`src/rtl/fa_dma_pkg.sv`:
```
// Shared definitions for the DMA port arbiter: FSM states, port indices, port counts.
package fa_dma_pkg;

    localparam int NUM_PORTS = 6;
    localparam int NUM_WR    = 2;   // ports 0..NUM_WR-1 write, the rest read

    localparam logic [2:0] P0 = 3'd0;
    localparam logic [2:0] P1 = 3'd1;
    localparam logic [2:0] P2 = 3'd2;
    localparam logic [2:0] P3 = 3'd3;
    localparam logic [2:0] P4 = 3'd4;
    localparam logic [2:0] P5 = 3'd5;

    typedef enum logic [1:0] {
        IDLE  = 2'd0,
        CMD   = 2'd1,
        WXFER = 2'd2,
        RXFER = 2'd3
    } state_e;

endpackage

```
`src/rtl/rr_pick.sv`:
```
// Combinational 6-way round-robin pick: the search starts at (last+1) mod 6.
module rr_pick
    import fa_dma_pkg::*;
(
    input  logic [NUM_PORTS-1:0] i_req,
    input  logic [2:0]           i_last,
    output logic [NUM_PORTS-1:0] o_onehot,
    output logic [2:0]           o_idx
);

    logic w_found;

    // Walk the ports in rotating order and take the first requester.
    always_comb begin
        o_onehot = '0;
        o_idx    = '0;
        w_found  = 1'b0;
        for (int k = 1; k <= NUM_PORTS; k++) begin
            int p;
            p = (int'(i_last) + k) % NUM_PORTS;
            if (!w_found && i_req[p]) begin
                w_found     = 1'b1;
                o_onehot[p] = 1'b1;
                o_idx       = 3'(p);
            end
        end
    end

endmodule

```
`src/rtl/dma_port_arbiter.sv`:
```
// Arbitrates six DMA ports (p0/p1 writers, p2..p5 readers) onto one memory
// command/data channel, one BURST_LEN-word burst per grant.
// Optional macro WRITE_PRIO_EN: pending writers beat readers in arbitration.
module dma_port_arbiter
    import fa_dma_pkg::*;
#(
    parameter int BURST_LEN = 16,
    parameter int ADDR_W    = 30,
    parameter int DATA_W    = 16
) (
    input  logic                        clk,
    input  logic                        rst,
    input  logic [NUM_PORTS-1:0]        req,
    input  logic [NUM_PORTS*ADDR_W-1:0] port_addr,
    input  logic [NUM_WR*DATA_W-1:0]    ib_data,
    input  logic [NUM_WR-1:0]           ib_valid,
    output logic [NUM_WR-1:0]           ib_re,
    output logic [DATA_W-1:0]           ob_data,
    output logic [3:0]                  ob_we,
    output logic                        mem_cmd_valid,
    input  logic                        mem_cmd_ready,
    output logic                        mem_cmd_we,
    output logic [ADDR_W-1:0]           mem_cmd_addr,
    output logic                        mem_wr_valid,
    output logic [DATA_W-1:0]           mem_wr_data,
    input  logic                        mem_wr_ready,
    input  logic                        mem_rd_valid,
    input  logic [DATA_W-1:0]           mem_rd_data,
    output logic [NUM_PORTS-1:0]        grant,
    output logic                        err
);

    localparam int CNT_W = (BURST_LEN > 1) ? $clog2(BURST_LEN) : 1;

    state_e                           r_state, w_next;
    logic [NUM_PORTS-1:0]             r_grant;
    logic [2:0]                       r_sel, r_last;
    logic [CNT_W-1:0]                 r_cnt;
    logic [ADDR_W-1:0]                r_cmd_addr;
    logic                             r_cmd_we, r_err;
    logic [DATA_W-1:0]                r_ob_data;
    logic [3:0]                       r_ob_we;

    logic [NUM_PORTS-1:0]             w_req_eff, w_win_oh;
    logic [2:0]                       w_win_idx;
    logic [NUM_PORTS-1:0][ADDR_W-1:0] w_addr;
    logic                             w_beat, w_last_beat;

    assign w_addr = port_addr;

`ifdef WRITE_PRIO_EN
    // Writers present: hide the readers so results drain first.
    assign w_req_eff = (|req[NUM_WR-1:0]) ? {{(NUM_PORTS-NUM_WR){1'b0}}, req[NUM_WR-1:0]} : req;
`else
    assign w_req_eff = req;
`endif

    rr_pick u_pick (
        .i_req    (w_req_eff),
        .i_last   (r_last),
        .o_onehot (w_win_oh),
        .o_idx    (w_win_idx)
    );

    assign w_last_beat = (r_cnt == CNT_W'(BURST_LEN - 1));

    // Write-beat handshake is combinational through to the input buffer pop.
    always_comb begin
        mem_cmd_valid = (r_state == CMD);
        mem_wr_valid  = 1'b0;
        mem_wr_data   = '0;
        ib_re         = '0;
        w_beat        = 1'b0;
        if (r_state == WXFER) begin
            mem_wr_valid    = ib_valid[r_sel[0]];
            mem_wr_data     = r_sel[0] ? ib_data[2*DATA_W-1:DATA_W] : ib_data[DATA_W-1:0];
            ib_re[r_sel[0]] = mem_wr_valid & mem_wr_ready;
            w_beat          = mem_wr_valid & mem_wr_ready;
        end else if (r_state == RXFER) begin
            w_beat = mem_rd_valid;
        end
    end

    // State register.
    always_ff @(posedge clk or posedge rst) begin
        if (rst) r_state <= IDLE;
        else     r_state <= w_next;
    end

    // Next-state: arbitrate, issue command, move beats until the burst is full.
    always_comb begin
        w_next = r_state;
        case (r_state)
            IDLE:  if (|w_req_eff)   w_next = CMD;
            CMD:   if (mem_cmd_ready) w_next = r_cmd_we ? WXFER : RXFER;
            WXFER,
            RXFER: if (w_beat && w_last_beat) w_next = IDLE;
            default: w_next = IDLE;
        endcase
    end

    // Grant/command latch, beat counter, read return path and sticky error.
    always_ff @(posedge clk or posedge rst) begin
        if (rst) begin
            r_grant    <= '0;
            r_sel      <= '0;
            r_last     <= P5;
            r_cnt      <= '0;
            r_cmd_addr <= '0;
            r_cmd_we   <= 1'b0;
            r_err      <= 1'b0;
            r_ob_data  <= '0;
            r_ob_we    <= '0;
        end else begin
            r_ob_we <= '0;
            if (mem_rd_valid) begin
                if (r_state == RXFER) begin
                    r_ob_data <= mem_rd_data;
                    r_ob_we   <= 4'b0001 << (r_sel - P2);
                end else begin
                    r_err <= 1'b1;   // nobody asked for this beat; drop it
                end
            end
            case (r_state)
                IDLE: if (|w_req_eff) begin
                    r_grant    <= w_win_oh;
                    r_sel      <= w_win_idx;
                    r_cmd_addr <= w_addr[w_win_idx];
                    r_cmd_we   <= (w_win_idx < 3'(NUM_WR));
                end
                CMD: if (mem_cmd_ready) r_cnt <= '0;
                WXFER,
                RXFER: if (w_beat) begin
                    if (w_last_beat) begin
                        r_last  <= r_sel;
                        r_grant <= '0;
                        r_cnt   <= '0;
                    end else begin
                        r_cnt <= r_cnt + 1'b1;
                    end
                end
                default: ;
            endcase
        end
    end

    assign grant        = r_grant;
    assign mem_cmd_addr = r_cmd_addr;
    assign mem_cmd_we   = r_cmd_we;
    assign err          = r_err;
    assign ob_data      = r_ob_data;
    assign ob_we        = r_ob_we;

endmodule

```
`config.mk`:
```
export PLATFORM = sky130hd
export DESIGN_NAME = dma_port_arbiter
export DESIGN_NICKNAME = d
export VERILOG_FILES = /design/src/rtl/fa_dma_pkg.sv /design/src/rtl/rr_pick.sv /design/src/rtl/dma_port_arbiter.sv
export SDC_FILE = /design/constraint.sdc
export NUM_CORES = 1
export LEC_CHECK = 0
export CORE_MARGIN = 2
export CORE_UTILIZATION = 42
export CTS_BUF_LIST = sky130_fd_sc_hd__clkbuf_8
export CTS_CLUSTER_DIAMETER = 40
export DETAILED_ROUTE_END_ITERATION = 10
export PLACE_DENSITY = 0.91
export SLEW_MARGIN = 20
export SYNTH_ARGS = -nofsm -noshare
export SYNTH_HDL_FRONTEND = slang
export SYNTH_SLANG_ARGS = --single-unit
```
`constraint.sdc`:
```
create_clock -name clk -period 5.4 [get_ports clk]
set_clock_uncertainty 0.1 [all_clocks]
set_input_delay 0.54 -clock clk [delete_from_list [all_inputs] [get_ports clk]]
set_output_delay 0.54 -clock clk [all_outputs]
set_load 0.005 [all_outputs]
```
== Word-level counts from Yosys, hierarchy flattened ==
Cells that the tools add are included.

* Input port bits: 241
* Bits in registers: 70

* Bitwise logic cells: 8
* Reduce and logical (&&, ||, !) cells: 30
* Order comparisons: 16
* Equality and inequality tests: 9
* Muxes and demuxes: 74
* Div/mod/pow operators: 6
* Shift operators: 1
* $add $sub $neg: 8

{| class="wikitable"
|+ Operators with widths
! kind !! count
|-
| 32-bit by 1-bit >= comparator with 1-bit output, second input constant || 6
|-
| 32-bit by 5-bit < comparator with 1-bit output, second input constant || 6
|-
| 32-bit by 4-bit remainder unit with 32-bit output, second input constant || 6
|-
| 30-bit binary-select mux with 3-bit select || 1
|-
| 6-bit two-way mux || 9
|-
| 16-bit two-way mux || 2
|-
| 1-bit two-way mux || 30
|-
| 30-bit two-way mux || 1
|-
| 6-bit OR || 5
|-
| 4-bit two-way mux || 5
|-
| 1-bit binary-select mux with 3-bit select || 6
|-
| 1-bit demux with 3-bit select || 6
|-
| 3-bit two-way mux || 6
|-
| 1-bit logical AND || 13
|-
| 3-bit by 3-bit adder with 4-bit output, second input constant || 3
|-
| 6-bit case mux with 2 select lines || 1
|-
| 3-bit AND reduction || 3
|-
| 3-bit by 2-bit adder with 4-bit output, second input constant || 2
|-
| 2-bit two-way mux || 4
|-
| 2-bit != test, second input constant || 4
|-
| 4-bit case mux with 2 select lines || 1
|-
| 2-bit case mux with 3 select lines || 1
|-
| 2-bit AND reduction || 3
|-
| 6-bit OR reduction || 1
|-
| 21 further kinds || 27
|}

== Logic depth before layout (Yosys ltp) ==
Gate-level depths: netlist (run 1).

* Depth after elaboration: 23
* Mapped depth: 19
* Depth with buffers taken out: 14

== Modules after synthesis ==
A second synthesis (run 1) with hierarchy kept.

* Cell total of the unflattened synthesis: 611
* Area total of the unflattened synthesis: 5,920.7 um^2

{| class="wikitable"
|+ Modules (own cells, without submodules)
! module !! instances !! area each (um^2) !! cells an instance !! seq. area each (um^2)
|-
| dma_port_arbiter || 1 || 4,352.9 || 411 || 1,754.2
|-
| rr_pick || 1 || 1,567.8 || 200 || 0.0
|}

== Least setup slack after synthesis (run 1) ==
No wires, ideal clock.

* Path kind: register to register
* From: register r_last[0]
* To: register r_cmd_addr[0], in the netlist mem_cmd_addr[0]
* Stages on the path, launching flop included: 19
* Clock period less this slack: 4.521 ns
* Arrival: 4.281 ns
* Slack: 0.879 ns
* Required time: 5.160 ns
* Cell sequence: dfstp_2 buf_6 clkbuf_1 clkinv_1 ha_1 clkbuf_1 inv_1 ha_1 a21o_1 and4_1 a211o_1 and4_4 buf_6 a21oi_4 buf_6 nand2_4 buf_6 a2111oi_0 a211oi_1

* Cells in the longest elaborated chain, start to end: 23
* Elaborated cells on any way between the ends: 53
* Those cells by class: add/sub (6); div (6); mux (31); reduce/logical (10)

{| class="wikitable"
|+ RTL lines
! item !! line !! source
|-
| from (decl) || dma_port_arbiter.sv:37 || <nowiki>logic [2:0] r_sel, r_last;</nowiki>
|-
| from (signal assigned) || dma_port_arbiter.sv:135 || <nowiki>r_last <= r_sel;</nowiki>
|-
| 3-bit by 1-bit adder with 4-bit output || rr_pick.sv:20 || <nowiki>p = (int'(i_last) + k) % NUM_PORTS;</nowiki>
|-
| 32-bit by 4-bit remainder unit with 32-bit output || rr_pick.sv:20 ||
|-
| 1-bit binary-select mux with 3-bit select || rr_pick.sv:21 || <nowiki>if (!w_found && i_req[p]) begin</nowiki>
|-
| 1-bit two-way mux (implied by the code) (2 in series) || rr_pick.sv:21 ||
|-
| 1-bit two-way mux || rr_pick.sv:21 ||
|-
| 1-bit logical NOT || rr_pick.sv:21 ||
|-
| 1-bit logical AND || rr_pick.sv:21 ||
|-
| 1-bit two-way mux || rr_pick.sv:21 ||
|-
| [... 6 more ...] || -- ||
|-
| 1-bit logical NOT || rr_pick.sv:21 ||
|-
| 1-bit logical AND || rr_pick.sv:21 ||
|-
| 1-bit two-way mux || rr_pick.sv:21 ||
|-
| 1-bit logical NOT || rr_pick.sv:21 ||
|-
| 1-bit logical AND || rr_pick.sv:21 ||
|-
| 3-bit two-way mux (*) || rr_pick.sv:21 ||
|-
| 30-bit binary-select mux with 3-bit select (*) || dma_port_arbiter.sv:128 || <nowiki>r_cmd_addr <= w_addr[w_win_idx];</nowiki>
|-
| 30-bit two-way mux (implied by the code) (*) || dma_port_arbiter.sv:128 ||
|-
| to (signal assigned) || dma_port_arbiter.sv:128 ||
|-
| to (decl) || dma_port_arbiter.sv:39 || <nowiki>logic [ADDR_W-1:0] r_cmd_addr;</nowiki>
|}

Mark *: on every way between the ends. The rest lies on a longest branch, timed or not. The select of a mux whose other input is x is not followed.
A chain may end at the register's enable or synchronous reset.

== Worst setup path in the final report (run 1) ==
* From: register r_last[0]
* To: register r_cmd_addr[21], in the netlist mem_cmd_addr[21]

Same word-level chain as after synthesis.

==> report_table.html, run 1 <==
<table>
<tr><th>Metric</th><th>Value</th></tr>
<tr><th colspan="2">Outcome</th></tr>
<tr><td>Result of the run</td><td>finished, final reports clean</td></tr>
<tr><th colspan="2">Logic synthesis</th></tr>
<tr><td>Count of flip-flops with a built-in enable after synthesis</td><td>0</td></tr>
<tr><td>Synth Area in Compound Gates</td><td>roughly 30%</td></tr>
<tr><td>Mean area per synthesized cell</td><td>9.16 µm²</td></tr>
<tr><td>Synth area leaders</td><td>sky130_fd_sc_hd__dfrtp_1 (26%), sky130_fd_sc_hd__mux2i_1 (8.2%), sky130_fd_sc_hd__and3_1 (6.5%)</td></tr>
<tr><td>Area share of xor/xnor cells in the synthesized design</td><td>less than 1%</td></tr>
<tr><td>Area share of the largest cell type after synthesis</td><td>26.4%</td></tr>
<tr><td>Adder and majority gate portion of the synthesized area</td><td>3.88%</td></tr>
<tr><td>Post-synth ARST share</td><td>100%</td></tr>
<tr><td>Mapped Nets</td><td>965</td></tr>
<tr><td>Most frequent cells after synthesis</td><td>sky130_fd_sc_hd__dfrtp_1 (68), sky130_fd_sc_hd__and3_1 (67), sky130_fd_sc_hd__mux2i_1 (53), sky130_fd_sc_hd__nor2_1 (35), sky130_fd_sc_hd__nand2b_1 (34)</td></tr>
<tr><td>Flip-flop and latch count after synthesis</td><td>70</td></tr>
<tr><td>Number of synthesis warnings</td><td>0</td></tr>
<tr><td>Gate count of the mapped netlist</td><td>704</td></tr>
<tr><td>Number of distinct library cell variants in the gate-level netlist after synthesis</td><td>84</td></tr>
<tr><td>Most common cell in the netlist</td><td>sky130_fd_sc_hd__dfrtp_1</td></tr>
<tr><td>Simple logic cell fraction of the synthesized area</td><td>~19%</td></tr>
<tr><td>Synth Flop Type</td><td>sky130_fd_sc_hd__dfrtp_1</td></tr>
<tr><td>Netlist area before placement</td><td>6450 µm²</td></tr>
<tr><td>Sequential share of the synthesized area</td><td>27.2%</td></tr>
<tr><td>Main combinational cell family by area after synthesis</td><td>compound AO/OA/AOI/OAI gates</td></tr>
<tr><td>Library cell occupying the most area in the post-synthesis netlist</td><td>sky130_fd_sc_hd__dfrtp_1</td></tr>
<tr><td>Multiplexer fraction of the synthesized cell area</td><td>12.8%</td></tr>
<tr><th colspan="2">Timing</th></tr>
<tr><td>Setup repair after global routing missed its margin</td><td>false</td></tr>
<tr><td>Highest clock frequency the design can meet</td><td>0.201 GHz</td></tr>
<tr><td>Number of max-slew violations in the final report</td><td>0</td></tr>
<tr><td>Accumulated negative setup slack</td><td>0 ps</td></tr>
<tr><td>Fin crit share</td><td>between 90 and 100%</td></tr>
<tr><td>Setup ws final</td><td>437 ps</td></tr>
<tr><td>Hold Fails Final Rpt</td><td>0</td></tr>
<tr><td>Remaining max-slew budget at the tightest pin</td><td>38.3%</td></tr>
<tr><td>Worst hold-check slack</td><td>377 ps</td></tr>
<tr><td>Minimum clock period</td><td>between 4000 and 5000 ps</td></tr>
<tr><td>Transition time at the pin with the least slew margin</td><td>923 ps</td></tr>
<tr><td>Final setup vio count</td><td>0</td></tr>
<tr><th colspan="2">Global routing</th></tr>
<tr><td>Overall routing resource usage</td><td>between 20% and 30%</td></tr>
<tr><td>Antenna violations before repair</td><td>2</td></tr>
<tr><td>Wire length of the first global-routing pass</td><td>37100 µm</td></tr>
<tr><td>Maximum number of pins on one net before global-route repair</td><td>a little over 60</td></tr>
<tr><td>Total overflow reported by the global router</td><td>0</td></tr>
<tr><td>Number of global-route vias before repair</td><td>6944</td></tr>
<tr><th colspan="2">Pwr</th></tr>
<tr><td>Relative contribution of combinational cells to total power</td><td>a little under two fifths</td></tr>
<tr><td>Areal power density over the cells</td><td>178 nW/µm²</td></tr>
<tr><td>Switching Share</td><td>32.5%</td></tr>
<tr><td>Proportion of power drawn by flip-flops and latches</td><td>37.4%</td></tr>
<tr><td>Switching power</td><td>between 0.0005 and 0.0006 W</td></tr>
<tr><td>Leakage power figure</td><td>4.10 nW</td></tr>
<tr><td>Share of power burned in the clock network</td><td>24.9%</td></tr>
<tr><td>Worst vdd ir</td><td>0.000182 V</td></tr>
<tr><td>Post-layout total power</td><td>about 0.0018 W</td></tr>
<tr><td>Cell internal power dissipation</td><td>0.00118 W</td></tr>
<tr><th colspan="2">Floorplan</th></tr>
<tr><td>Total I/O pin count</td><td>319</td></tr>
<tr><td>Initial core utilization</td><td>42.7%</td></tr>
<tr><td>DIE HEIGHT</td><td>128 µm</td></tr>
<tr><td>Standard-cell row count</td><td>45</td></tr>
<tr><td>Standard cell core area</td><td>15100 µm²</td></tr>
<tr><td>Die Footprint</td><td>approximately 16000 µm²</td></tr>
<tr><td>Die X</td><td>around 130 µm</td></tr>
<tr><th colspan="2">Detailed routing</th></tr>
<tr><td>Via/cell ratio</td><td>~6.1</td></tr>
<tr><td>Detailed Routing Iterations Pass 1</td><td>5</td></tr>
<tr><td>Starting DRT DRC Count</td><td>599</td></tr>
<tr><td>WL per Instance</td><td>20.5 µm</td></tr>
<tr><td>Vias post-DR</td><td>7176</td></tr>
<tr><td>DRC violation count after routing</td><td>0</td></tr>
<tr><td>Post-detailed-routing wire length</td><td>24200 µm</td></tr>
<tr><td>Number of nets still failing antenna checks after routing</td><td>0</td></tr>
<tr><th colspan="2">Hold path</th></tr>
<tr><td>Min-Delay Path Class</td><td>flop to flop</td></tr>
<tr><td>Min-Delay Startpoint</td><td>err</td></tr>
<tr><td>Worst hold stages</td><td>1</td></tr>
<tr><td>Capture endpoint of the worst hold path</td><td>err</td></tr>
<tr><th colspan="2">Critical path</th></tr>
<tr><td>Kind of launch point of the worst setup path</td><td>flop</td></tr>
<tr><td>Max Fanout on Critical Path</td><td>60</td></tr>
<tr><td>Worst-case register-to-register setup slack</td><td>~440 ps</td></tr>
<tr><td>Worst Reg-to-Reg Cells</td><td>14</td></tr>
<tr><td>R2R Path Start</td><td>r_last[0]</td></tr>
<tr><td>Crit Path Category</td><td>flop to flop</td></tr>
<tr><td>Data required time of the worst path</td><td>5510 ps</td></tr>
<tr><td>CP Data Arrival Time</td><td>5080 ps</td></tr>
<tr><td>Setup crit end kind</td><td>flop</td></tr>
<tr><td>Reg-to-reg endpoint</td><td>mem_cmd_addr[21]</td></tr>
<tr><th colspan="2">Clock network</th></tr>
<tr><td>Maximum clock insertion buffer count</td><td>2</td></tr>
<tr><td>CTS tree</td><td>built</td></tr>
<tr><td>Clock root cell</td><td>sky130_fd_sc_hd__clkbuf_8</td></tr>
<tr><td>Cts bufs inserted</td><td>9</td></tr>
<tr><td>Total of hold buffers inserted after clock tree synthesis</td><td>0</td></tr>
<tr><td>PostCTS Resize Cnt</td><td>0</td></tr>
<tr><td>Number of levels in the clock H-tree</td><td>3</td></tr>
<tr><td>Clock insertion delay at the later pin of the skew report</td><td>360 ps</td></tr>
<tr><td>Clock edge transition at the registers on the reported setup and hold paths</td><td>100 ps</td></tr>
<tr><td>Post-CTS setup buffers</td><td>0</td></tr>
<tr><td>Sink count of the clock tree</td><td>70</td></tr>
<tr><th colspan="2">Placed design</th></tr>
<tr><td>Total of buffers placed on input and output ports</td><td>between 300 and 400</td></tr>
<tr><td>Pre-CTS worst setup slack</td><td>548 ps</td></tr>
<tr><td>Final GP Congestion</td><td>0.941</td></tr>
<tr><td>Placed Cells</td><td>1166</td></tr>
<tr><td>Sum of net half-perimeters after detailed placement</td><td>18400 µm</td></tr>
<tr><th colspan="2">Cells and area</th></tr>
<tr><td>Filler Cells Inserted</td><td>1172</td></tr>
<tr><td>Count of nets after finishing</td><td>between 1k and 1.5k</td></tr>
<tr><td>Non-filler cells in the finished layout</td><td>1183</td></tr>
<tr><td>Area growth from synthesis to final layout</td><td>52.8%</td></tr>
<tr><td>Proportion of layout cells with a drive suffix above 1</td><td>roughly 8.4%</td></tr>
<tr><th colspan="2">Run</th></tr>
<tr><td>MaxCap Viol Count</td><td>0</td></tr>
</table>
power by group through the flow:
stage / registers, W / clock network [W] / logic [W]
2_1_floorplan: 0.000646 / 0 / 0.000311
6_report: 0.000655 / 0.000437 / 0.000660
3_3_place_gp: 0.000659 / 0 / 0.000644
5_1_grt: 0.000664 / 0.000466 / 0.000710
3_5_place_dp: 0.000664 / 0 / 0.000656
4_1_cts: 0.000654 / 0.000444 / 0.000660
worst max path at each step:
| stage | start | endpoint | slack, ps |
|---|---|---|---|
| after floorplan | r_last[0] | mem_cmd_addr[0] | 880 |
| after global placement | r_last[2] | mem_cmd_addr[10] | 650 |
| after detailed placement | r_last[2] | mem_cmd_addr[21] | 550 |
| after CTS | r_last[2] | mem_cmd_addr[29] | 540 |
| after global routing | r_last[2] | mem_cmd_addr[20] | 110 |
| final | r_last[0] | mem_cmd_addr[21] | 440 |
per-layer routing:
metal / share of wire (%) / GRT usage, %
met1: 40 / 36.8
met2: 48 / 47.2
met3: 7.7 / 5.59
met4: 4.3 / 12.9
met5: 0.054 / 0
cell type report:
class,count,area (µm²),area share (%)
Antenna cell,1,2.50,0.0254
Clock buffer,9,124,1.26
Clock inverter,7,70.1,0.712
Inverter,15,56.3,0.572
Multi-Input combinational cell,554,4250,43.2
Sequential cell,70,1750,17.8
Tap cell,188,235,2.39
Timing Repair Buffer,339,3350,34.1
placed cells by master, fill, tap and decap left out, types with 6 or more instances in the layout:
master	synthesis	routed
sky130_fd_sc_hd__a21oi_1	18	18
sky130_fd_sc_hd__and2_1	6	6
sky130_fd_sc_hd__a31oi_1	6	6
sky130_fd_sc_hd__nor2_1	35	35
sky130_fd_sc_hd__buf_4	2	20
sky130_fd_sc_hd__ha_1	20	20
sky130_fd_sc_hd__a22oi_1	7	7
sky130_fd_sc_hd__a21boi_0	30	30
sky130_fd_sc_hd__mux2i_1	53	53
sky130_fd_sc_hd__a21o_1	7	7
sky130_fd_sc_hd__a2111oi_1	9	9
sky130_fd_sc_hd__nand2b_1	34	34
sky130_fd_sc_hd__and3_1	67	67
sky130_fd_sc_hd__dfrtp_1	68	68
sky130_fd_sc_hd__mux2_2	24	24
sky130_fd_sc_hd__inv_1	14	13
sky130_fd_sc_hd__clkdlybuf4s50_1	0	318
sky130_fd_sc_hd__o21ai_0	13	13
sky130_fd_sc_hd__a2111oi_0	21	21
sky130_fd_sc_hd__a211oi_1	32	32
sky130_fd_sc_hd__nand3_1	11	11
sky130_fd_sc_hd__clkbuf_8	0	9
sky130_fd_sc_hd__o41ai_1	29	29
sky130_fd_sc_hd__nand2_1	30	30
sky130_fd_sc_hd__a22o_1	10	10
cells by family after synthesis:
family                     count (synthesis)
AOI/OAI and AO/OA                        235
xor gates and xnor gates                   2
adders and majority gates                 20
buffers and inverters                     80
DFF                                       70
muxes                                     78
and+or+nand+nor                          219
stage by stage:
stage          util [%]  cell area [µm²]
3_5_place_dp       64.0             9650
3_3_place_gp       64.0             9650
6_report           65.3             9850
4_1_cts            65.2             9840
2_1_floorplan         -             6450
5_1_grt            65.3             9850
sequential cells by signal (all words and copies together), names as in the netlist, 2 cells and up:
register,cells
grant,6
mem_cmd_addr,30
ob_data,16
ob_we,4
r_cnt,4
r_last,3
r_sel,3
r_state,2
worst max-delay path, stage by stage (launching register included):
cell,delay (ps)
sky130_fd_sc_hd__dfstp_2,640
sky130_fd_sc_hd__ha_1,240
sky130_fd_sc_hd__xor2_2,350
sky130_fd_sc_hd__inv_1,160
sky130_fd_sc_hd__ha_1,360
sky130_fd_sc_hd__and4bb_1,230
sky130_fd_sc_hd__a211oi_1,460
sky130_fd_sc_hd__or4_1,200
sky130_fd_sc_hd__and2_1,360
sky130_fd_sc_hd__a211oi_4,140
sky130_fd_sc_hd__o31ai_1,510
sky130_fd_sc_hd__a2bb2oi_4,90
sky130_fd_sc_hd__buf_4,320
sky130_fd_sc_hd__a2111oi_0,530
sky130_fd_sc_hd__a211oi_1,110
Power figures use the tool's default switching activity.
==> inputs of run 2 (changes only) <==
--- a/config.mk
+++ b/config.mk
@@ -5,8 +5,9 @@
 export SDC_FILE = /design/constraint.sdc
 export NUM_CORES = 1
 export LEC_CHECK = 0
+export ABC_AREA = 1
 export CORE_MARGIN = 2
-export CORE_UTILIZATION = 42
+export CORE_UTILIZATION = 43
 export CTS_BUF_LIST = sky130_fd_sc_hd__clkbuf_8
 export CTS_CLUSTER_DIAMETER = 40
 export DETAILED_ROUTE_END_ITERATION = 10
==> report_table.html, run 2 <==
<table>
<tr><th>Metric</th><th>Value</th></tr>
<tr><th colspan="2">Timing</th></tr>
<tr><td>Transition time at the pin with the least slew margin</td><td>824 ps (was 923 ps)</td></tr>
<tr><td>Accumulated negative setup slack</td><td>0 ps (unchanged)</td></tr>
<tr><td>Minimum clock period</td><td>4330 ps (was 4960 ps)</td></tr>
<tr><td>Highest clock frequency the design can meet</td><td>0.231 GHz (was 0.201 GHz)</td></tr>
<tr><td>Number of max-slew violations in the final report</td><td>0 (unchanged)</td></tr>
<tr><td>Setup repair after global routing missed its margin</td><td>false (unchanged)</td></tr>
<tr><td>Final setup vio count</td><td>0 (unchanged)</td></tr>
<tr><td>Hold Fails Final Rpt</td><td>0 (unchanged)</td></tr>
<tr><td>Remaining max-slew budget at the tightest pin</td><td>44.9% (was 38.3%)</td></tr>
<tr><td>Fin crit share</td><td>80.2% (was 91.9%)</td></tr>
<tr><td>Setup ws final</td><td>1070 ps (was 437 ps)</td></tr>
<tr><th colspan="2">Logic synthesis</th></tr>
<tr><td>Mapped Nets</td><td>1441 (was 965)</td></tr>
<tr><td>Area share of the largest cell type after synthesis</td><td>24.7% (was 26.4%)</td></tr>
<tr><td>Gate count of the mapped netlist</td><td>1180 (was 704)</td></tr>
<tr><td>Synth area leaders</td><td>sky130_fd_sc_hd__dfrtp_1 (25%), sky130_fd_sc_hd__nand2_1 (22%), sky130_fd_sc_hd__nand3_1 (15%) (was sky130_fd_sc_hd__dfrtp_1 (26%), sky130_fd_sc_hd__mux2i_1 (8.2%), sky130_fd_sc_hd__and3_1 (6.5%))</td></tr>
<tr><td>Post-synth ARST share</td><td>100% (unchanged)</td></tr>
<tr><td>Sequential share of the synthesized area</td><td>25.4% (was 27.2%)</td></tr>
<tr><td>Flip-flop and latch count after synthesis</td><td>70 (unchanged)</td></tr>
<tr><td>Synth Flop Type</td><td>sky130_fd_sc_hd__dfrtp_1 (unchanged)</td></tr>
<tr><td>Number of distinct library cell variants in the gate-level netlist after synthesis</td><td>45 (was 84)</td></tr>
<tr><td>Most frequent cells after synthesis</td><td>sky130_fd_sc_hd__nand2_1 (405), sky130_fd_sc_hd__inv_1 (232), sky130_fd_sc_hd__nand3_1 (211), sky130_fd_sc_hd__dfrtp_1 (68), sky130_fd_sc_hd__nand2_2 (38) (was sky130_fd_sc_hd__dfrtp_1 (68), sky130_fd_sc_hd__and3_1 (67), sky130_fd_sc_hd__mux2i_1 (53), sky130_fd_sc_hd__nor2_1 (35), sky130_fd_sc_hd__nand2b_1 (34))</td></tr>
<tr><td>Number of synthesis warnings</td><td>0 (unchanged)</td></tr>
<tr><td>Mean area per synthesized cell</td><td>5.84 µm² (was 9.16 µm²)</td></tr>
<tr><td>Netlist area before placement</td><td>6890 µm² (was 6450 µm²)</td></tr>
<tr><td>Library cell occupying the most area in the post-synthesis netlist</td><td>sky130_fd_sc_hd__dfrtp_1 (unchanged)</td></tr>
<tr><td>Count of flip-flops with a built-in enable after synthesis</td><td>0 (unchanged)</td></tr>
<tr><td>Most common cell in the netlist</td><td>sky130_fd_sc_hd__nand2_1 (was sky130_fd_sc_hd__dfrtp_1)</td></tr>
<tr><th colspan="2">Cells and area</th></tr>
<tr><td>Top library cells by usage in the layout, fill and taps aside</td><td>sky130_fd_sc_hd__nand2_1 (405), sky130_fd_sc_hd__clkdlybuf4s50_1 (318), sky130_fd_sc_hd__inv_1 (231) (was sky130_fd_sc_hd__clkdlybuf4s50_1 (318), sky130_fd_sc_hd__dfrtp_1 (68), sky130_fd_sc_hd__and3_1 (67))</td></tr>
<tr><td>Area used by sequential logic in the layout</td><td>1750 µm² (unchanged)</td></tr>
<tr><td>Filler Cells Inserted</td><td>1446 (was 1172)</td></tr>
<tr><td>Most common library cell in the layout ignoring fill and taps</td><td>sky130_fd_sc_hd__nand2_1 (was sky130_fd_sc_hd__clkdlybuf4s50_1)</td></tr>
<tr><td>Total area of multi-input combinational cells</td><td>3890 µm² (was 4250 µm²)</td></tr>
<tr><td>Max reg flops</td><td>30 (unchanged)</td></tr>
<tr><td>Antenna cell count</td><td>0 (was 1)</td></tr>
<tr><td>Area growth from synthesis to final layout</td><td>49.5% (was 52.8%)</td></tr>
<tr><td>Count of nets after finishing</td><td>1725 (was 1250)</td></tr>
<tr><td>Proportion of layout cells with a drive suffix above 1</td><td>6.47% (was 8.35%)</td></tr>
<tr><th colspan="2">Critical path</th></tr>
<tr><td>Largest stage delay on the critical path</td><td>650 ps (was 640 ps)</td></tr>
<tr><td>Max Fanout on Critical Path</td><td>66 (was 60)</td></tr>
<tr><td>Crit Path Category</td><td>flop to flop (unchanged)</td></tr>
<tr><td>Startpoint of the most critical setup path</td><td>r_last[2] (was r_last[0])</td></tr>
<tr><td>Worst-case register-to-register setup slack</td><td>1070 ps (was 440 ps)</td></tr>
<tr><td>CP Data Arrival Time</td><td>4500 ps (was 5080 ps)</td></tr>
<tr><td>Kind of launch point of the worst setup path</td><td>flop (unchanged)</td></tr>
<tr><td>Reg-to-reg endpoint</td><td>mem_cmd_addr[14] (was mem_cmd_addr[21])</td></tr>
<tr><td>Setup crit end kind</td><td>flop (unchanged)</td></tr>
<tr><td>Worst Reg-to-Reg Cells</td><td>22 (was 14)</td></tr>
<tr><td>Cell repeated most along the worst path</td><td>sky130_fd_sc_hd__nand2_1</td></tr>
<tr><td>Crit path to</td><td>mem_cmd_addr[14] (was mem_cmd_addr[21])</td></tr>
<tr><td>CP cell instances</td><td>inv_2, ha_1, nand2_1, nand2_2, ha_1, inv_1, nand2_1, a21oi_2, nand2_2, nand2_1, nand2_1, o21ai_1, nand2_2, nor2_2, nand2_1, nand3_4, buf_12, nand2_1, nand3_1, nand3_1, nand2_1, nand2_1 (was ha_1, xor2_2, inv_1, ha_1, and4bb_1, a211oi_1, or4_1, and2_1, a211oi_4, o31ai_1, a2bb2oi_4, buf_4, a2111oi_0, a211oi_1)</td></tr>
<tr><td>Slowest library cell on the worst path</td><td>sky130_fd_sc_hd__dfstp_2 (unchanged)</td></tr>
<tr><td>R2R Path Start</td><td>r_last[2] (was r_last[0])</td></tr>
<tr><td>Data required time of the worst path</td><td>5570 ps (was 5510 ps)</td></tr>
<tr><th colspan="2">Clock network</th></tr>
<tr><td>CTS tree</td><td>built (unchanged)</td></tr>
<tr><td>Cts bufs inserted</td><td>9 (unchanged)</td></tr>
<tr><td>Sink count of the clock tree</td><td>70 (unchanged)</td></tr>
<tr><td>Total of hold buffers inserted after clock tree synthesis</td><td>0 (unchanged)</td></tr>
<tr><td>Clock insertion delay at the later pin of the skew report</td><td>370 ps (was 360 ps)</td></tr>
<tr><td>Maximum clock insertion buffer count</td><td>2 (unchanged)</td></tr>
<tr><td>PostCTS Resize Cnt</td><td>0 (unchanged)</td></tr>
<tr><td>Post-CTS setup buffers</td><td>0 (unchanged)</td></tr>
<tr><td>Number of levels in the clock H-tree</td><td>3 (unchanged)</td></tr>
<tr><td>Clock edge transition at the registers on the reported setup and hold paths</td><td>90 ps (was 100 ps)</td></tr>
<tr><td>Clock root cell</td><td>sky130_fd_sc_hd__clkbuf_8 (unchanged)</td></tr>
<tr><th colspan="2">Floorplan</th></tr>
<tr><td>Standard-cell row count</td><td>46 (was 45)</td></tr>
<tr><td>Die X</td><td>131 µm (was 128 µm)</td></tr>
<tr><td>Die Footprint</td><td>17100 µm² (was 16400 µm²)</td></tr>
<tr><td>Initial core utilization</td><td>43.7% (was 42.7%)</td></tr>
<tr><td>Total I/O pin count</td><td>319 (unchanged)</td></tr>
<tr><td>DIE HEIGHT</td><td>131 µm (was 128 µm)</td></tr>
<tr><td>Standard cell core area</td><td>15800 µm² (was 15100 µm²)</td></tr>
<tr><th colspan="2">Detailed routing</th></tr>
<tr><td>Routed metal-1 wirelength</td><td>10500 µm (was 9680 µm)</td></tr>
<tr><td>WL per Instance</td><td>15.1 µm (was 20.5 µm)</td></tr>
<tr><td>Via/cell ratio</td><td>5.00 (was 6.07)</td></tr>
<tr><td>Vias post-DR</td><td>8427 (was 7176)</td></tr>
<tr><td>DR top layer</td><td>met4 (was met5)</td></tr>
<tr><td>Starting DRT DRC Count</td><td>694 (was 599)</td></tr>
<tr><td>WL met2</td><td>12100 µm (was 11600 µm)</td></tr>
<tr><td>Post-detailed-routing wire length</td><td>25500 µm (was 24200 µm)</td></tr>
<tr><td>DRC violation count after routing</td><td>0 (unchanged)</td></tr>
<tr><td>Detailed Routing Iterations Pass 1</td><td>6 (was 5)</td></tr>
<tr><td>Number of nets still failing antenna checks after routing</td><td>0 (unchanged)</td></tr>
<tr><td>Length of routed met3 wiring</td><td>1910 µm (was 1870 µm)</td></tr>
<tr><th colspan="2">Placed design</th></tr>
<tr><td>Total of buffers placed on input and output ports</td><td>318 (unchanged)</td></tr>
<tr><td>Final GP Congestion</td><td>0.988 (was 0.941)</td></tr>
<tr><td>Sum of net half-perimeters after detailed placement</td><td>19500 µm (was 18400 µm)</td></tr>
<tr><td>Pre-CTS worst setup slack</td><td>1110 ps (was 548 ps)</td></tr>
<tr><th colspan="2">Hold path</th></tr>
<tr><td>Min-Delay Path Class</td><td>flop to flop (unchanged)</td></tr>
<tr><th colspan="2">Outcome</th></tr>
<tr><td>Result of the run</td><td>finished, final reports clean (unchanged)</td></tr>
<tr><th colspan="2">Global routing</th></tr>
<tr><td>Number of global-route vias before repair</td><td>8022 (was 6944)</td></tr>
<tr><td>Maximum number of pins on one net before global-route repair</td><td>67 (was 62)</td></tr>
<tr><td>Wire length of the first global-routing pass</td><td>40300 µm (was 37100 µm)</td></tr>
<tr><td>Antenna violations before repair</td><td>0 (was 2)</td></tr>
<tr><td>Total overflow reported by the global router</td><td>0 (unchanged)</td></tr>
<tr><td>Overall routing resource usage</td><td>30.0% (was 28.7%)</td></tr>
<tr><th colspan="2">Run</th></tr>
<tr><td>MaxCap Viol Count</td><td>0 (unchanged)</td></tr>
</table>
run 2: changes by cell type after synthesis, sizes merged, moves of 8 or more:
cell / delta
a211oi: -33
and3: -67
a21oi: +8
o21ai: +18
inv: +226
o41ai: -30
nand3: +205
a22o: -10
mux2: -24
a21boi: -30
nand2b: -34
mux2i: -51
nand2: +413
a2111oi: -30
run 2: metrics by stage:
stage	cell area, µm²	utilization [%]	hold slack, ps	instances
after floorplan	6890	-	353	1180
after global placement	10100	64.2	347	1669
after detailed placement	10100	64.2	355	1669
after CTS	10300	65.3	376	1685
after global routing	10300	65.3	407	1685
final	10300	65.3	380	1685
run 2: area by class of cell:
type / instances / share of cell area [%]
Clock buffer: 9 / 1.20
Clock inverter: 7 / 0.559
Inverter: 241 / 8.78
Multi-Input combinational cell: 812 / 37.8
Sequential cell: 70 / 17.0
Tap cell: 216 / 2.62
Timing Repair Buffer: 330 / 32.0
run 2: worst min-delay path by stage:
stage	from	to	slack (ps)	cells past startpoint
floorplan	r_sel[1]	ob_we[2]	350	1
global placement	err	err	350	2
CTS	err	err	380	2
finish	err	err	380	2
detailed placement	err	err	360	2
global route	mem_cmd_addr[2]	mem_cmd_addr[2]	410	2
run 2: metal layers:
layer  track usage [%]  up-vias
met4              12.5        0
met3              6.07       66
met2              49.6      393
li1                  -     4185
met1              38.4     3783
met5                 0        -
run 2: kinds of logic (layout without fill, tap and decap cells):
family | after synthesis | count (layout) | synth area share [%]
AO/OA/AOI/OAI | 83 | 83 | 7.24
XOR/XNOR | 2 | 2 | 0.254
adder cells (fa/ha/maj) | 20 | 20 | 3.63
buffers and inverters | 298 | 587 | 18.4
flip-flops | 70 | 70 | 25.4
multiplexers | 2 | 2 | 0.290
AND/OR/NAND/NOR | 705 | 705 | 44.7
run 2: critical path, delay by kind of cell (launching register included):
kind	cells	cell delay, ps
adder cells (fa/ha/maj)	2	610
flip-flops	1	650
buffers and inverters	3	530
AO/OA/AOI/OAI	2	370
AND/OR/NAND/NOR	15	1900
Power of run 2 is not shown: default switching activity piles up to over one toggle a cycle in this logic, so the estimate is an artifact.
==> inputs of run 3 (changes only) <==
--- a/config.mk
+++ b/config.mk
@@ -7,11 +7,11 @@
 export LEC_CHECK = 0
 export ABC_AREA = 1
 export CORE_MARGIN = 2
-export CORE_UTILIZATION = 43
+export CORE_UTILIZATION = 39
 export CTS_BUF_LIST = sky130_fd_sc_hd__clkbuf_8
 export CTS_CLUSTER_DIAMETER = 40
 export DETAILED_ROUTE_END_ITERATION = 10
-export PLACE_DENSITY = 0.91
+export PLACE_DENSITY = 0.87
 export SLEW_MARGIN = 20
 export SYNTH_ARGS = -nofsm -noshare
 export SYNTH_HDL_FRONTEND = slang
==> constraint.sdc (replaced) <==
create_clock -name clk -period 3.5 [get_ports clk]
set_clock_uncertainty 0.1 [all_clocks]
set_input_delay 0.35 -clock clk [delete_from_list [all_inputs] [get_ports clk]]
set_output_delay 0.35 -clock clk [all_outputs]
set_load 0.005 [all_outputs]
==> report_table.html, run 3 (synthesis gave the netlist of run 2 again) <==
<table>
<tr><th>Metric</th><th>Value</th></tr>
<tr><th colspan="2">Outcome</th></tr>
<tr><td>Result of the run</td><td>complete, but fails checks (was finished, final reports clean)</td></tr>
<tr><td>Violations in the final reports</td><td>setup timing</td></tr>
<tr><th colspan="2">Cells and area</th></tr>
<tr><td>Filler Cells Inserted</td><td>1391 (was 1446)</td></tr>
<tr><td>Top library cells by usage in the layout, fill and taps aside</td><td>sky130_fd_sc_hd__nand2_1 (364), sky130_fd_sc_hd__clkdlybuf4s50_1 (318), sky130_fd_sc_hd__inv_1 (224) (was sky130_fd_sc_hd__nand2_1 (405), sky130_fd_sc_hd__clkdlybuf4s50_1 (318), sky130_fd_sc_hd__inv_1 (231))</td></tr>
<tr><td>Max reg flops</td><td>30 (unchanged)</td></tr>
<tr><td>Most common library cell in the layout ignoring fill and taps</td><td>sky130_fd_sc_hd__nand2_1 (unchanged)</td></tr>
<tr><td>Count of nets after finishing</td><td>1827 (was 1725)</td></tr>
<tr><td>Antenna cell count</td><td>0 (unchanged)</td></tr>
<tr><td>Area growth from synthesis to final layout</td><td>75.0% (was 49.5%)</td></tr>
<tr><td>Proportion of layout cells with a drive suffix above 1</td><td>18.9% (was 6.47%)</td></tr>
<tr><td>Share of the core filled with cells in the final layout</td><td>69.8% (was 65.3%)</td></tr>
<tr><th colspan="2">Critical path</th></tr>
<tr><td>Critical path's top delay family</td><td>simple AND/OR/NAND/NOR gates (unchanged)</td></tr>
<tr><td>Max Fanout on Critical Path</td><td>6 (was 66)</td></tr>
<tr><td>CP Data Arrival Time</td><td>3730 ps (was 4500 ps)</td></tr>
<tr><td>Crit Path Category</td><td>flop to flop (unchanged)</td></tr>
<tr><td>Slowest library cell on the worst path</td><td>sky130_fd_sc_hd__dfstp_2 (unchanged)</td></tr>
<tr><td>Worst-case register-to-register setup slack</td><td>-80 ps (was 1070 ps)</td></tr>
<tr><td>WP depth</td><td>29 (was 22)</td></tr>
<tr><td>Largest stage delay on the critical path</td><td>620 ps (was 650 ps)</td></tr>
<tr><td>Worst Reg-to-Reg Cells</td><td>29 (was 22)</td></tr>
<tr><td>Crit path to</td><td>mem_cmd_addr[4] (was mem_cmd_addr[14])</td></tr>
<tr><td>Kind of launch point of the worst setup path</td><td>flop (unchanged)</td></tr>
<tr><td>Buf/Inv on CP</td><td>7 (was 3)</td></tr>
<tr><td>Startpoint of the most critical setup path</td><td>r_last[0] (was r_last[2])</td></tr>
<tr><td>Setup crit end kind</td><td>flop (unchanged)</td></tr>
<tr><td>R2R Path Start</td><td>r_last[0] (was r_last[2])</td></tr>
<tr><td>Reg-to-reg endpoint</td><td>mem_cmd_addr[4] (was mem_cmd_addr[14])</td></tr>
<tr><td>Data required time of the worst path</td><td>3660 ps (was 5570 ps)</td></tr>
<tr><th colspan="2">Clock network</th></tr>
<tr><td>Clock root cell</td><td>sky130_fd_sc_hd__clkbuf_8 (unchanged)</td></tr>
<tr><td>Cts bufs inserted</td><td>9 (unchanged)</td></tr>
<tr><td>CTS tree</td><td>built (unchanged)</td></tr>
<tr><td>Maximum clock insertion buffer count</td><td>2 (unchanged)</td></tr>
<tr><td>Number of levels in the clock H-tree</td><td>3 (unchanged)</td></tr>
<tr><td>Clock insertion delay at the later pin of the skew report</td><td>370 ps (about the same)</td></tr>
<tr><td>Clock edge transition at the registers on the reported setup and hold paths</td><td>110 ps (was 90 ps)</td></tr>
<tr><td>Sink count of the clock tree</td><td>70 (unchanged)</td></tr>
<tr><th colspan="2">Floorplan</th></tr>
<tr><td>Die Footprint</td><td>18800 µm² (was 17100 µm²)</td></tr>
<tr><td>Standard cell core area</td><td>17300 µm² (was 15800 µm²)</td></tr>
<tr><td>Initial core utilization</td><td>39.9% (was 43.7%)</td></tr>
<tr><td>DIE HEIGHT</td><td>137 µm (was 131 µm)</td></tr>
<tr><td>Die X</td><td>137 µm (was 131 µm)</td></tr>
<tr><td>Total I/O pin count</td><td>319 (unchanged)</td></tr>
<tr><td>Standard-cell row count</td><td>48 (was 46)</td></tr>
<tr><th colspan="2">Detailed routing</th></tr>
<tr><td>Number of nets still failing antenna checks after routing</td><td>0 (unchanged)</td></tr>
<tr><td>Vias post-DR</td><td>9170 (was 8427)</td></tr>
<tr><td>Detailed Routing Iterations Pass 1</td><td>6 (unchanged)</td></tr>
<tr><td>Post-detailed-routing wire length</td><td>30600 µm (was 25500 µm)</td></tr>
<tr><td>WL per Instance</td><td>17.0 µm (was 15.1 µm)</td></tr>
<tr><td>Starting DRT DRC Count</td><td>730 (was 694)</td></tr>
<tr><td>DRC violation count after routing</td><td>0 (unchanged)</td></tr>
<tr><td>Via/cell ratio</td><td>5.11 (was 5.00)</td></tr>
<tr><th colspan="2">Placed design</th></tr>
<tr><td>Sum of net half-perimeters after detailed placement</td><td>20200 µm (was 19500 µm)</td></tr>
<tr><td>Final GP Congestion</td><td>0.945 (was 0.988)</td></tr>
<tr><td>Total of buffers placed on input and output ports</td><td>318 (unchanged)</td></tr>
<tr><th colspan="2">Timing</th></tr>
<tr><td>Highest clock frequency the design can meet</td><td>0.280 GHz (was 0.231 GHz)</td></tr>
<tr><td>Minimum clock period</td><td>3580 ps (was 4330 ps)</td></tr>
<tr><td>Remaining max-slew budget at the tightest pin</td><td>49.6% (was 44.9%)</td></tr>
<tr><td>Setup ws final</td><td>-76.3 ps (was 1070 ps)</td></tr>
<tr><td>Final setup vio count</td><td>2 (was 0)</td></tr>
<tr><td>Hold Fails Final Rpt</td><td>0 (unchanged)</td></tr>
<tr><td>Accumulated negative setup slack</td><td>-115 ps (was 0 ps)</td></tr>
<tr><td>Setup repair after global routing missed its margin</td><td>true (was false)</td></tr>
<tr><td>Transition time at the pin with the least slew margin</td><td>756 ps (was 824 ps)</td></tr>
<tr><td>Number of max-slew violations in the final report</td><td>0 (unchanged)</td></tr>
<tr><td>Fin crit share</td><td>102% (was 80.2%)</td></tr>
<tr><th colspan="2">Global routing</th></tr>
<tr><td>Number of global-route vias before repair</td><td>8438 (was 8022)</td></tr>
<tr><td>Overall routing resource usage</td><td>28.1% (was 30.0%)</td></tr>
<tr><td>Antenna violations before repair</td><td>0 (unchanged)</td></tr>
<tr><td>Wire length of the first global-routing pass</td><td>41100 µm (was 40300 µm)</td></tr>
<tr><td>Maximum number of pins on one net before global-route repair</td><td>48 (was 67)</td></tr>
<tr><td>Total overflow reported by the global router</td><td>0 (unchanged)</td></tr>
<tr><th colspan="2">Run</th></tr>
<tr><td>MaxCap Viol Count</td><td>0 (unchanged)</td></tr>
<tr><th colspan="2">Hold path</th></tr>
<tr><td>Min-Delay Path Class</td><td>input pin to asynchronous set/reset pin (was flop to flop)</td></tr>
</table>
## run 3: metal layers
layer | global-route usage (%) | part of all wire (%) | vias up
met3 | 6.41 | 9.6 | 99
met5 | 0 | 0 | -
met2 | 49.3 | 48 | 497
met4 | 11.1 | 4.3 | 0
met1 | 33.0 | 38 | 4169
li1 | - | - | 4405
## run 3: final cells by class
class	count	area, µm²	share of cell area, %
Sequential cell	70	1750	14.5
Tap cell	225	282	2.33
Multi-Input combinational cell	813	4450	36.9
Inverter	241	922	7.64
Clock buffer	9	124	1.03
Timing Repair Buffer	431	4470	37.1
Clock inverter	7	61.3	0.508
## run 3: through the flow
stage,instances,instance area (µm²),hold slack (ps),worst slack [ps]
2_1_floorplan,1180,6960,353,13.9
3_3_place_gp,1735,10700,353,-154
3_5_place_dp,1735,10700,364,-277
4_1_cts,1761,11000,316,-0.182
5_1_grt,1796,12100,358,-293
6_report,1796,12100,307,-76.3
## run 3: worst min path at each step
stage | slack [ps] | depth (start not counted) | to
2_1_floorplan | 350 | 1 | ob_we[2]
3_3_place_gp | 350 | 2 | err
3_5_place_dp | 360 | 2 | mem_cmd_addr[8]
4_1_cts | 320 | 2 | mem_cmd_addr[11]
5_1_grt | 360 | 2 | mem_cmd_addr[11]
6_report | 310 | 2 | mem_cmd_addr[11]
## run 3: timing repair
action	CTS	global route
setup buffers	7	21
pin swaps	3	73
hold buffers	0	0
setup endpoints to repair	32	39
gates resized for setup	11	144
cloned	3	14
Power of run 3 is left out for the same reason.
